`src/rtl/pipe_stage_reg.sv`:
```
// Inter-stage pipeline register: DEPTH chained slots with valid, stall and flush.
// Optional flush counter on bubble_cnt when PIPE_REG_BUBBLE_CNT_EN is defined.
module pipe_stage_reg #(
    parameter int DATA_W           = 96,
    parameter int DEPTH            = 1,
    parameter int KEEP_PC_ON_FLUSH = 0
) (
    input  logic              clk,
    input  logic              reset,
    input  logic              WE,
    input  logic              flush,
    input  logic              valid_in,
    input  logic [31:0]       instr_in,
    input  logic [31:0]       pc_in,
    input  logic [DATA_W-1:0] data_in,
`ifdef PIPE_REG_BUBBLE_CNT_EN
    output logic [15:0]       bubble_cnt,
`endif
    output logic              valid_out,
    output logic [31:0]       instr_out,
    output logic [31:0]       pc_out,
    output logic [DATA_W-1:0] data_out
);

    localparam int D = (DEPTH < 1) ? 1 : ((DEPTH > 4) ? 4 : DEPTH);

    generate
        if (DEPTH < 1 || DEPTH > 4) begin : g_bad_depth
            $error("pipe_stage_reg: DEPTH must be in 1..4");
        end
    endgenerate

    typedef struct packed {
        logic              v;
        logic [31:0]       instr;
        logic [31:0]       pc;
        logic [DATA_W-1:0] data;
    } slot_t;

    slot_t slot_q [D];
    slot_t in_slot;
    slot_t flush_slot;

    always_comb begin
        in_slot       = '0;
        in_slot.v     = valid_in;
        in_slot.instr = instr_in;
        in_slot.pc    = pc_in;
        in_slot.data  = data_in;
    end

    // A killed slot may still carry its pc so the exception path can record EPC.
    always_comb begin
        flush_slot    = '0;
        flush_slot.pc = (KEEP_PC_ON_FLUSH != 0) ? pc_in : 32'h0;
    end

    always_ff @(posedge clk) begin
        if (reset) begin
            for (int k = 0; k < D; k++) slot_q[k] <= '0;
        end else if (flush) begin
            slot_q[0] <= flush_slot;
            for (int k = 1; k < D; k++) slot_q[k] <= '0;
        end else if (WE) begin
            slot_q[0] <= in_slot;
            for (int k = 1; k < D; k++) slot_q[k] <= slot_q[k-1];
        end
    end

    assign valid_out = slot_q[D-1].v;
    assign instr_out = slot_q[D-1].instr;
    assign pc_out    = slot_q[D-1].pc;
    assign data_out  = slot_q[D-1].data;

`ifdef PIPE_REG_BUBBLE_CNT_EN
    logic [15:0] cnt_q;

    always_ff @(posedge clk) begin
        if (reset) begin
            cnt_q <= 16'h0;
        end else if (flush && cnt_q != 16'hFFFF) begin
            cnt_q <= cnt_q + 16'd1;
        end
    end

    assign bubble_cnt = cnt_q;
`endif

endmodule
```
`config.mk`:
```
export PLATFORM = sky130hd
export DESIGN_NAME = pipe_stage_reg
export DESIGN_NICKNAME = d
export VERILOG_FILES = /design/src/rtl/pipe_stage_reg.sv
export SDC_FILE = /design/constraint.sdc
export NUM_CORES = 1
export LEC_CHECK = 0
export CAP_MARGIN = 10
export CELL_PAD_IN_SITES_DETAIL_PLACEMENT = 0
export CELL_PAD_IN_SITES_GLOBAL_PLACEMENT = 1
export CORE_MARGIN = 2
export CORE_UTILIZATION = 33
export CTS_CLUSTER_SIZE = 14
export DETAILED_ROUTE_END_ITERATION = 16
export GPL_TIMING_DRIVEN = 0
export PLACE_DENSITY_LB_ADDON = 0.1
export SYNTH_ARGS = -nofsm -noshare
export SYNTH_HDL_FRONTEND = slang
export SYNTH_SLANG_ARGS = --single-unit
```
`constraint.sdc`:
```
create_clock -name clk -period 5.65 [get_ports clk]
set_clock_uncertainty 0.05 [all_clocks]
set_input_delay 0.8475 -clock clk [delete_from_list [all_inputs] [get_ports clk]]
set_output_delay 0.8475 -clock clk [all_outputs]
set_load 0.005 [all_outputs]
```
[Word-level counts from Yosys, hierarchy flattened]
Memory sizes are Yosys's and may differ from the RTL's.
Cells that the tools add are included.
Cells by class
  $add $sub $neg: 0
  order comparisons: 0
  eq/ne operators: 0
  divide/modulo/power cells: 0
  mux-type cells: 13
  bitwise gates (word level): 0
  multipliers: 0
  reductions and logical operators: 2
  shifts and indexed selects: 0
Operators by type and width (count)
  $mux W161: 2
  $reduce_or A161 Y1: 2
  $mux W1: 11
Word-level totals
  output and inout bits: 161
  input port bits: 165
  memories kept: 1
  register bits: 0
  latch bits: 0
  bits in read-only memories: 0
  bits in writable memories: 161
Memories
  slot_q: depth 1, bits a word 161, rd ports 1, clocked after Yosys merged registers in 0, write ports 1, line 40  | slot_t slot_q [D];

[Depth between registers and ports, before layout]
Gate-level depths: netlist of run 1.
  depth after elaboration: 6
  gate-level depth with buffers: 4
  mapped depth without buffers: 1

[Least setup slack after synthesis of run 1]
No wires, ideal clock.
  kind: input to register
  from: input port reset
  to: memory slot_q[0][0] (netlist name), enable pin
  path slack: 0.408 ns
  buffers on the path: 3
  setup time: 0.530 ns
  arrival: 4.663 ns
  cell stages on the path: 4
  cell sequence: buf_6 > buf_6 > buf_6 > or3_1
On the way
  word-level cells in the longest chain between the ends: 5
  elaborated cells on any way between the ends: 10
  those cells by class: mux (8); reduce/logical (2)
RTL lines
  start: declaration: line 9  | input logic reset,
  $mux W1: line 59  | if (reset) begin
  $mux W1 (implied by the code): line 62  | slot_q[0] <= flush_slot;
  $reduce_or A161 Y1 (no line)
  $mux W1 (no line)
  $mux W1 (no line) *
  end: declaration: line 40
Mark *: on every way between the ends. The rest lies on a longest branch, timed or not.

[Worst setup path after layout of run 1]
  from: memory slot_q[0][42] (netlist name)
  to: output port data_out[42]
On the way
  word-level cells in the longest chain between the ends: 1
RTL lines
  $mem_v2 Z1 W161
  end: declaration: line 22  | output logic [DATA_W-1:0] data_out
Every way passes these cells.

==> results.sh, run 1 <==
export IMPL_outcome="complete, no violations"
export IMPL_reg_largest_list="slot_q: 161 flops"
export IMPL_p_clk_share_pct=38.6
export IMPL_htreeDepth=4
export IMPL_min_period_ns=2.209
export IMPL_synthDistinctLibCells=10
export IMPL_p_comb_share_pct=13.9
export IMPL_crit_type="flip-flop to output port"
export IMPL_seqPwrFrac_pct=47.5
export IMPL_ys_ff_latch=161
export IMPL_dieWidth_um=149.4
export IMPL_num_vias=4837
export IMPL_yosys_mux_area_fraction_pct=0
export IMPL_post_route_util_pct=53.48
export IMPL_cts_max_path_buffers=2
export IMPL_grt_max_degree=69
export IMPL_numCtsBuffers=17
export IMPL_yosys_warnings=0
export IMPL_finalPower_mw=2.964
export IMPL_dr_pass1_iters=4
export IMPL_crit_required_ns=4.75
export IMPL_nFillCells=1762
export IMPL_nNetsFinal=885
export IMPL_dieArea_um2=22310
export IMPL_layout_drive_gt1_share_pct=17.51
export IMPL_finalNonFillerCells=1006
export IMPL_final_area_um2=11170
export IMPL_critical_path_top_delay_family="buffers and inverters"
export IMPL_hold_violations=0
export IMPL_synthSimpleGateAreaFrac_pct=26.01
export IMPL_track_usage_pct=17.55
export IMPL_start_util_pct=33.38
export IMPL_fp_dieH_um=149.4
export IMPL_synth_seq_area_share_pct=69.35
export IMPL_synth_compound_area_share_pct=0
export IMPL_placed_cell_area_um2=10600
export IMPL_ant_nets=0
export IMPL_gp_congestion=0.7751
export IMPL_ctsHoldBuffers=0
export IMPL_path_max_fanout=1
export IMPL_cts_tree="yes"
export IMPL_finalSetupTns_ns=0
export IMPL_finalWirelength_mm=19.90
export IMPL_internal_power_mw=2.347
export IMPL_worst_ir_drop_vdd_mv=0.1921
export IMPL_synth_top_family_by_area="simple AND/OR/NAND/NOR gates"
export IMPL_antenna_found_initial=0
export IMPL_grt_setup_unrepaired="no"
export IMPL_crit_path_start_kind="flip-flop"
export IMPL_cts_setup_buffers=0
export IMPL_io_pins=326
export IMPL_ff_latch_area_um2=4835
export IMPL_first_global_vias=5049
export IMPL_dpl_hpwl_mm=14.38
export IMPL_placementRows=53
export IMPL_wire_per_inst_um=19.78
export IMPL_drc=0
export IMPL_p_leak_nw=4.128
export IMPL_numPortBuffers=322
export IMPL_grt_pass1_wl_mm=29.04
export IMPL_multi_input_area_um2=1818
export IMPL_core_um2=20890
export IMPL_setup_violations=0
export IMPL_drv_cap=0
export IMPL_cp_cell_sequence="clkdlybuf4s50_1"
export IMPL_grt_overflow=0
export IMPL_setup_ws_ns=3.441
export IMPL_crit_buf_inv=1
export IMPL_synth_nets=542
export IMPL_swShare_pct=20.80
export IMPL_clock_sinks=161
export IMPL_max_freq_ghz=0.4526
export IMPL_n_antenna_cell=0
export IMPL_avgSynthCellArea_um2=18.49
export IMPL_power_density_nw_per_um2=265.3
export IMPL_critical_path_slowest_cell="clkdlybuf4s50_1"
export IMPL_drt_iter0_drc=226
export IMPL_synth_xor_area_share_pct=0
export IMPL_fin_hold_ws_ns=0.9377
export IMPL_fin_crit_sh_pct=39.10
export IMPL_clockRootBuffer="clkbuf_16"
export IMPL_dp_cells=976
export IMPL_synthToLayoutAreaGrowth_pct=60.25
export IMPL_place_ws_ns=3.054
export IMPL_netlist_instances=377
export IMPL_critPathMaxStageDelay_ns=0.52
export IMPL_hold_path_class="input pin to flip-flop"
export IMPL_avgViaCountPerCell=4.808
export IMPL_netlist_area_um2=6972
export IMPL_worstMarginPinSlew_ns=0.4820
export IMPL_clk_pin_slew_ns=0.06
export IMPL_regMostFlops="slot_q"
export IMPL_cts_resized=0
export IMPL_worstPathArrival_ns=1.31
export IMPL_largest_reg_flops=161
export IMPL_slew_violations=0
export IMPL_synth_fa_ha_area_share_pct=0
export IMPL_switching_power_mw=0.6164
export IMPL_end_kind="output port"
export IMPL_max_slew_margin_pct=67.86
## worst min-delay path: cells and delay by family
| kind | cells | cell delay (ns) |
|---|---|---|
| and+or+nand+nor | 1 | 0.07 |
| buffers and inverters | 2 | 0.32 |
## kinds of logic (layout without fill, tap and decap cells)
family                 after synthesis  after routing
buffers and inverters               54            408
DFF                                161            161
and+or+nand+nor                    162            162
## Yosys cell counts, drive strengths merged
cell,count,share of area (%)
edfxtp,161,69
nor4bb,83,12
and4bb,78,14
clkbuf,35,2.1
buf,19,2.6
or3,1,0.090
## per-layer routing
layer | global-route usage, % | wire length (um) | vias up
li1 | - | - | 2277
met1 | 19.95 | 7787 | 2307
met2 | 29.01 | 9593 | 234
met3 | 8.502 | 2147 | 19
met4 | 5.714 | 369 | 0
met5 | 0 | 0 | -
## final timing paths
kind                           end  cells past startpoint  slack [ns]                        start
max                   data_out[42]                      1        3.44  slot_q[0][42]$_SDFFCE_PN0P_
min   slot_q[0][155]$_SDFFCE_PN0P_                      3        0.94                        flush
## cell usage in the layout (no fill, tap or decap), drive strengths merged
cell,n
bufinv,3
edfxtp,161
clkbuf,53
and4bb,78
clkdlybuf4s50,322
clkinvlp,2
nor4bb,83
clkinv,7
or3,1
buf,21
## power groups by stage
stage / Combinational (mW) / Sequential [mW] / Clock [mW]
CTS: 0.417 / 1.41 / 1.17
global route: 0.440 / 1.41 / 1.22
detailed placement: 0.415 / 1.43 / 0
floorplan: 0.108 / 1.45 / 0
finish: 0.412 / 1.41 / 1.15
global placement: 0.408 / 1.44 / 0
## final cells by class
type	count	share of cell area, %
sequential	161	43.27
timing repair buffer	324	29.34
multi-input combinational	162	16.27
clock buffer	18	3.841
tap	275	3.080
buffer	54	2.901
clock inverter	12	1.288
Power figures use the tool's default switching activity.
==> inputs of run 2 (changes only) <==
clock period = 2.2 ns   (was 5.65 ns; I/O delays follow)
==> run 2 against run 1 <==
Sequential power rose to 2.6 times the previous value. Power rose to 2.6 times the previous value. Routed wire length down 1.2%. Clock-buffer cell count up 1. Sequential cell count unchanged. Critical endpoint is now data_out[9]. Highest routed layer unchanged.
==> results.sh, run 2 (synthesis gave the netlist of run 1 again) <==
export IMPL_outcome="complete, no violations"
export IMPL_numCtsBuffers=17
export IMPL_final_area_um2=11200
export IMPL_nFillCells=1735
export IMPL_fin_crit_sh_pct=76.48
export IMPL_final_cell_mix="322 x clkdlybuf4s50_1, 161 x edfxtp_1, 83 x nor4bb_1, 69 x and4bb_2, 26 x clkbuf_1"
export IMPL_dr_pass1_iters=4
export IMPL_seqPwrFrac_pct=47.1
export IMPL_swShare_pct=21.04
export IMPL_fin_hold_ws_ns=0.4179
export IMPL_numPortBuffers=322
export IMPL_crit_type="flip-flop to output port"
export IMPL_p_clk_share_pct=39.1
export IMPL_wire_per_inst_um=19.52
export IMPL_path_max_fanout=1
export IMPL_setup_violations=0
export IMPL_critPathMaxStageDelay_ns=0.55
export IMPL_layout_drive_gt1_share_pct=17.90
export IMPL_power_density_nw_per_um2=685.2
export IMPL_placementRows=53
export IMPL_antenna_found_initial=0
export IMPL_critical_path_slowest_cell="clkdlybuf4s50_1"
export IMPL_htreeDepth=4
export IMPL_clk_pin_slew_ns=0.06
export IMPL_regMostFlops="slot_q"
export IMPL_setup_ws_ns=0.5175
export IMPL_cts_resized=0
export IMPL_crit_required_ns=1.82
export IMPL_p_leak_nw=4.132
export IMPL_crit_path_start_kind="flip-flop"
export IMPL_largest_reg_flops=161
export IMPL_worst_ir_drop_vdd_mv=0.5139
export IMPL_post_route_util_pct=53.60
export IMPL_min_period_ns=1.683
export IMPL_grt_overflow=0
export IMPL_hold_violations=0
export IMPL_place_ws_ns=0.04958
export IMPL_crit_start="slot_q[0][9]$_SDFFCE_PN0P_"
export IMPL_cts_max_path_buffers=2
export IMPL_internal_power_mw=6.057
export IMPL_gp_congestion=0.7396
export IMPL_p_comb_share_pct=13.8
export IMPL_cp_endpoint="data_out[9]"
export IMPL_core_um2=20890
export IMPL_clock_sinks=161
export IMPL_switching_power_mw=1.614
export IMPL_dpl_hpwl_mm=14.36
export IMPL_grt_pass1_wl_mm=28.93
export IMPL_dp_cells=976
export IMPL_fp_dieH_um=149.4
export IMPL_start_util_pct=33.38
export IMPL_nNetsFinal=885
export IMPL_ctsHoldBuffers=0
export IMPL_drc=0
export IMPL_track_usage_pct=17.40
export IMPL_hold_path_class="input pin to flip-flop"
export IMPL_placed_cell_area_um2=10600
export IMPL_grt_setup_unrepaired="no"
export IMPL_dieArea_um2=22310
export IMPL_avgViaCountPerCell=4.799
export IMPL_num_vias=4833
export IMPL_clockRootBuffer="clkbuf_16"
export IMPL_drv_cap=0
export IMPL_drt_iter0_drc=210
export IMPL_path_depth=1
export IMPL_finalWirelength_mm=19.66
export IMPL_end_kind="output port"
export IMPL_worstPathArrival_ns=1.30
export IMPL_max_freq_ghz=0.5943
export IMPL_io_pins=326
export IMPL_slew_violations=0
export IMPL_critical_path_top_delay_family="buffers and inverters"
export IMPL_synthToLayoutAreaGrowth_pct=60.59
export IMPL_cts_tree="yes"
export IMPL_finalNonFillerCells=1007
export IMPL_max_slew_margin_pct=63.96
export IMPL_grt_max_degree=72
export IMPL_reg_largest_list="slot_q: 161 flops"
export IMPL_cts_setup_buffers=0
export IMPL_worstMarginPinSlew_ns=0.5406
export IMPL_crit_buf_inv=1
export IMPL_first_global_vias=4970
export IMPL_cp_cell_sequence="clkdlybuf4s50_1"
export IMPL_dieWidth_um=149.4
export IMPL_n_antenna_cell=0
export IMPL_final_common_cell="clkdlybuf4s50_1"
export IMPL_ant_nets=0
-- run 2: changes by cell type in the layout (fill, tap and decap cells not counted), sizes merged --
cell / previous run / this run
clkbuf: 53 / 54
clkinvlp: 2 / 4
clkinv: 7 / 3
inv: 0 / 2
-- run 2: power groups by stage --
stage               sequential, mW  combinational (mW)  clock, mW
detailed placement            3.68                1.07          0
CTS                           3.62                1.07       3.06
global route                  3.63                1.13       3.20
floorplan                     3.70               0.279          0
finish                        3.61                1.06       3.00
global placement              3.68                1.05          0
-- run 2: worst min-delay path by stage --
stage,start,end,slack (ns),cells past startpoint
after floorplan,instr_in[6],slot_q[0][134]$_SDFFCE_PN0P_,0.55,1
after global placement,reset,slot_q[0][160]$_SDFFCE_PN0P_,0.86,3
after detailed placement,reset,slot_q[0][160]$_SDFFCE_PN0P_,0.86,3
after CTS,reset,slot_q[0][160]$_SDFFCE_PN0P_,0.42,3
after global routing,reset,slot_q[0][160]$_SDFFCE_PN0P_,0.42,3
final,reset,slot_q[0][160]$_SDFFCE_PN0P_,0.42,3
-- run 2: worst min-delay path: stages --
cell and delay (ns):
buf_8 0.12, buf_6 0.19, nor4bb_1 0.07
-- run 2: cell type report --
cell class                 count  area [um2]  area share (%)
tap                          275       344.1           3.073
timing repair buffer         324        3278           29.28
clock inverter                12       160.2           1.430
sequential                   161        4835           43.18
multi-input combinational    162        1818           16.24
buffer                        54       327.8           2.928
clock buffer                  19       432.9           3.867
-- run 2: stage by stage --
stage                     power (mW)  setup TNS (ns)
final                          7.671               0
after detailed placement       4.747               0
after global placement         4.728         -115.28
after global routing           7.959               0
after floorplan                3.983          -15.45
after CTS                      7.746               0
-- run 2: layer usage --
layer	GRT usage [%]	part of all wire [%]
met1	20.34	39
met2	28.53	49
met3	7.584	11
met4	6.143	2.0
met5	0	0
==> inputs of run 3 (changes only) <==
clock period = 1.58 ns   (was 2.2 ns; I/O delays follow)
==> run 3 against run 2 <==
Combinational power grew 33%. Power grew 38%. Core utilization grew 0.93 points. Sequential share of layout area shrank 0.74 points. Global-route usage grew 0.12 points. Hold slack lost 0.096 ns. Non-clock buffer count is the same. First-iteration DRC count grew 4.8%. Clock power grew 39%. Critical endpoint is now data_out[62].
==> results.sh, run 3 (synthesis gave the netlist of run 1 again) <==
export IMPL_outcome="complete, no violations"
export IMPL_drc=0
export IMPL_finalPower_mw=10.62
export IMPL_p_comb_share_pct=13.3
export IMPL_track_usage_pct=17.52
export IMPL_power_density_nw_per_um2=932.0
export IMPL_switching_power_mw=2.246
export IMPL_worstPathArrival_ns=1.26
export IMPL_cts_max_path_buffers=2
export IMPL_worstMarginPinSlew_ns=0.4823
export IMPL_seqPwrFrac_pct=47.3
export IMPL_path_max_fanout=1
export IMPL_setup_violations=0
export IMPL_nFillCells=1730
export IMPL_critical_path_top_delay_family="buffers and inverters"
export IMPL_grt_pass1_wl_mm=29.09
export IMPL_io_pins=326
export IMPL_ant_nets=0
export IMPL_nNetsFinal=886
export IMPL_hold_violations=0
export IMPL_multi_input_area_um2=1826
export IMPL_drt_iter0_drc=220
export IMPL_avgViaCountPerCell=4.801
export IMPL_numPortBuffers=322
export IMPL_crit_required_ns=1.29
export IMPL_first_global_vias=4969
export IMPL_core_um2=20890
export IMPL_end_kind="output port"
export IMPL_layout_drive_gt1_share_pct=18.01
export IMPL_final_cell_mix="214 x clkdlybuf4s50_1, 161 x edfxtp_1, 86 x dlymetal6s2s_1, 83 x nor4bb_1, 69 x and4bb_2"
export IMPL_start_util_pct=33.38
export IMPL_antenna_found_initial=0
export IMPL_synthToLayoutAreaGrowth_pct=63.39
export IMPL_reg_largest_list="slot_q: 161 flops"
export IMPL_critPathMaxStageDelay_ns=0.53
export IMPL_num_vias=4839
export IMPL_n_antenna_cell=0
export IMPL_max_freq_ghz=0.6480
export IMPL_internal_power_mw=8.371
export IMPL_clockRootBuffer="clkbuf_16"
export IMPL_fin_crit_sh_pct=97.67
export IMPL_finalWirelength_mm=20.04
export IMPL_dieArea_um2=22310
export IMPL_swShare_pct=21.15
export IMPL_crit_type="flip-flop to output port"
export IMPL_dr_pass1_iters=4
export IMPL_ctsHoldBuffers=0
export IMPL_dieWidth_um=149.4
export IMPL_cp_cell_sequence="clkdlybuf4s50_1"
export IMPL_crit_buf_inv=1
export IMPL_placementRows=53
export IMPL_min_period_ns=1.543
export IMPL_ff_latch_area_um2=4835
export IMPL_slew_violations=0
export IMPL_finalSetupTns_ns=0
export IMPL_grt_setup_unrepaired="no"
export IMPL_numCtsBuffers=17
export IMPL_final_common_cell="clkdlybuf4s50_1"
export IMPL_p_clk_share_pct=39.4
export IMPL_crit_start="slot_q[0][62]$_SDFFCE_PN0P_"
export IMPL_gp_congestion=0.7396
export IMPL_dp_cells=976
export IMPL_cts_setup_buffers=0
export IMPL_dpl_hpwl_mm=14.36
export IMPL_critical_path_slowest_cell="clkdlybuf4s50_1"
export IMPL_regMostFlops="slot_q"
export IMPL_worst_ir_drop_vdd_mv=0.7142
export IMPL_wire_per_inst_um=19.88
export IMPL_finalNonFillerCells=1008
export IMPL_grt_overflow=0
export IMPL_drv_cap=0
export IMPL_hold_path_class="input pin to flip-flop"
export IMPL_p_leak_nw=5.543
export IMPL_clk_pin_slew_ns=0.06
export IMPL_cts_tree="yes"
export IMPL_grt_max_degree=72
export IMPL_largest_reg_flops=161
export IMPL_post_route_util_pct=54.53
export IMPL_clock_sinks=161
export IMPL_max_slew_margin_pct=67.85
export IMPL_fp_dieH_um=149.4
export IMPL_hold_path_startpoint="reset"
export IMPL_htreeDepth=4
export IMPL_crit_path_start_kind="flip-flop"
-- run 3: timing repair --
action                     4_1_cts  5_1_grt
gates cloned                     1        0
setup endpoints to repair       93       86
gates resized for setup         22       86
pin swaps                        1        0
-- run 3: final timing paths --
| path | endpoint | slack, ns | cells after the start |
|---|---|---|---|
| hold / removal | slot_q[0][160]$_SDFFCE_PN0P_ | 0.32 | 3 |
| setup / recovery | data_out[62] | 0.04 | 1 |
-- run 3: power groups by stage --
stage	Sequential, mW	Clock (mW)	Combinational (mW)
2_1_floorplan	5.16	0	0.389
3_3_place_gp	5.12	0	1.46
3_5_place_dp	5.12	0	1.49
4_1_cts	5.03	4.26	1.47
5_1_grt	5.05	4.45	1.52
6_report	5.02	4.18	1.41
-- run 3: area by class of cell --
class                      count  area share (%)
sequential                   161           42.44
tap                          275           3.021
multi-input combinational    163           16.03
clock inverter                12           1.406
buffer                        54           2.878
clock buffer                  19           3.801
timing repair buffer         324           30.43
-- run 3: metal layers --
layer	routed length (um)	GRT usage (%)	up-vias	part of all wire [%]
met2	9846	28.81	214	49
met3	2075	7.554	21	10
met5	0	0	-	0
li1	-	-	2286	-
met1	7799	20.61	2318	39
met4	314	5.810	0	1.6
-- run 3: per-stage QoR --
step                worst slack (ns)  hold WS, ns  instance area [um2]
floorplan                    -0.6230       0.4569                 6980
global placement              -1.251       0.7666                10550
finish                       0.03689       0.3221                11390
detailed placement           -0.4774       0.7688                10600
CTS                         0.001464       0.3297                11180
global route               0.0003030       0.3251                11390
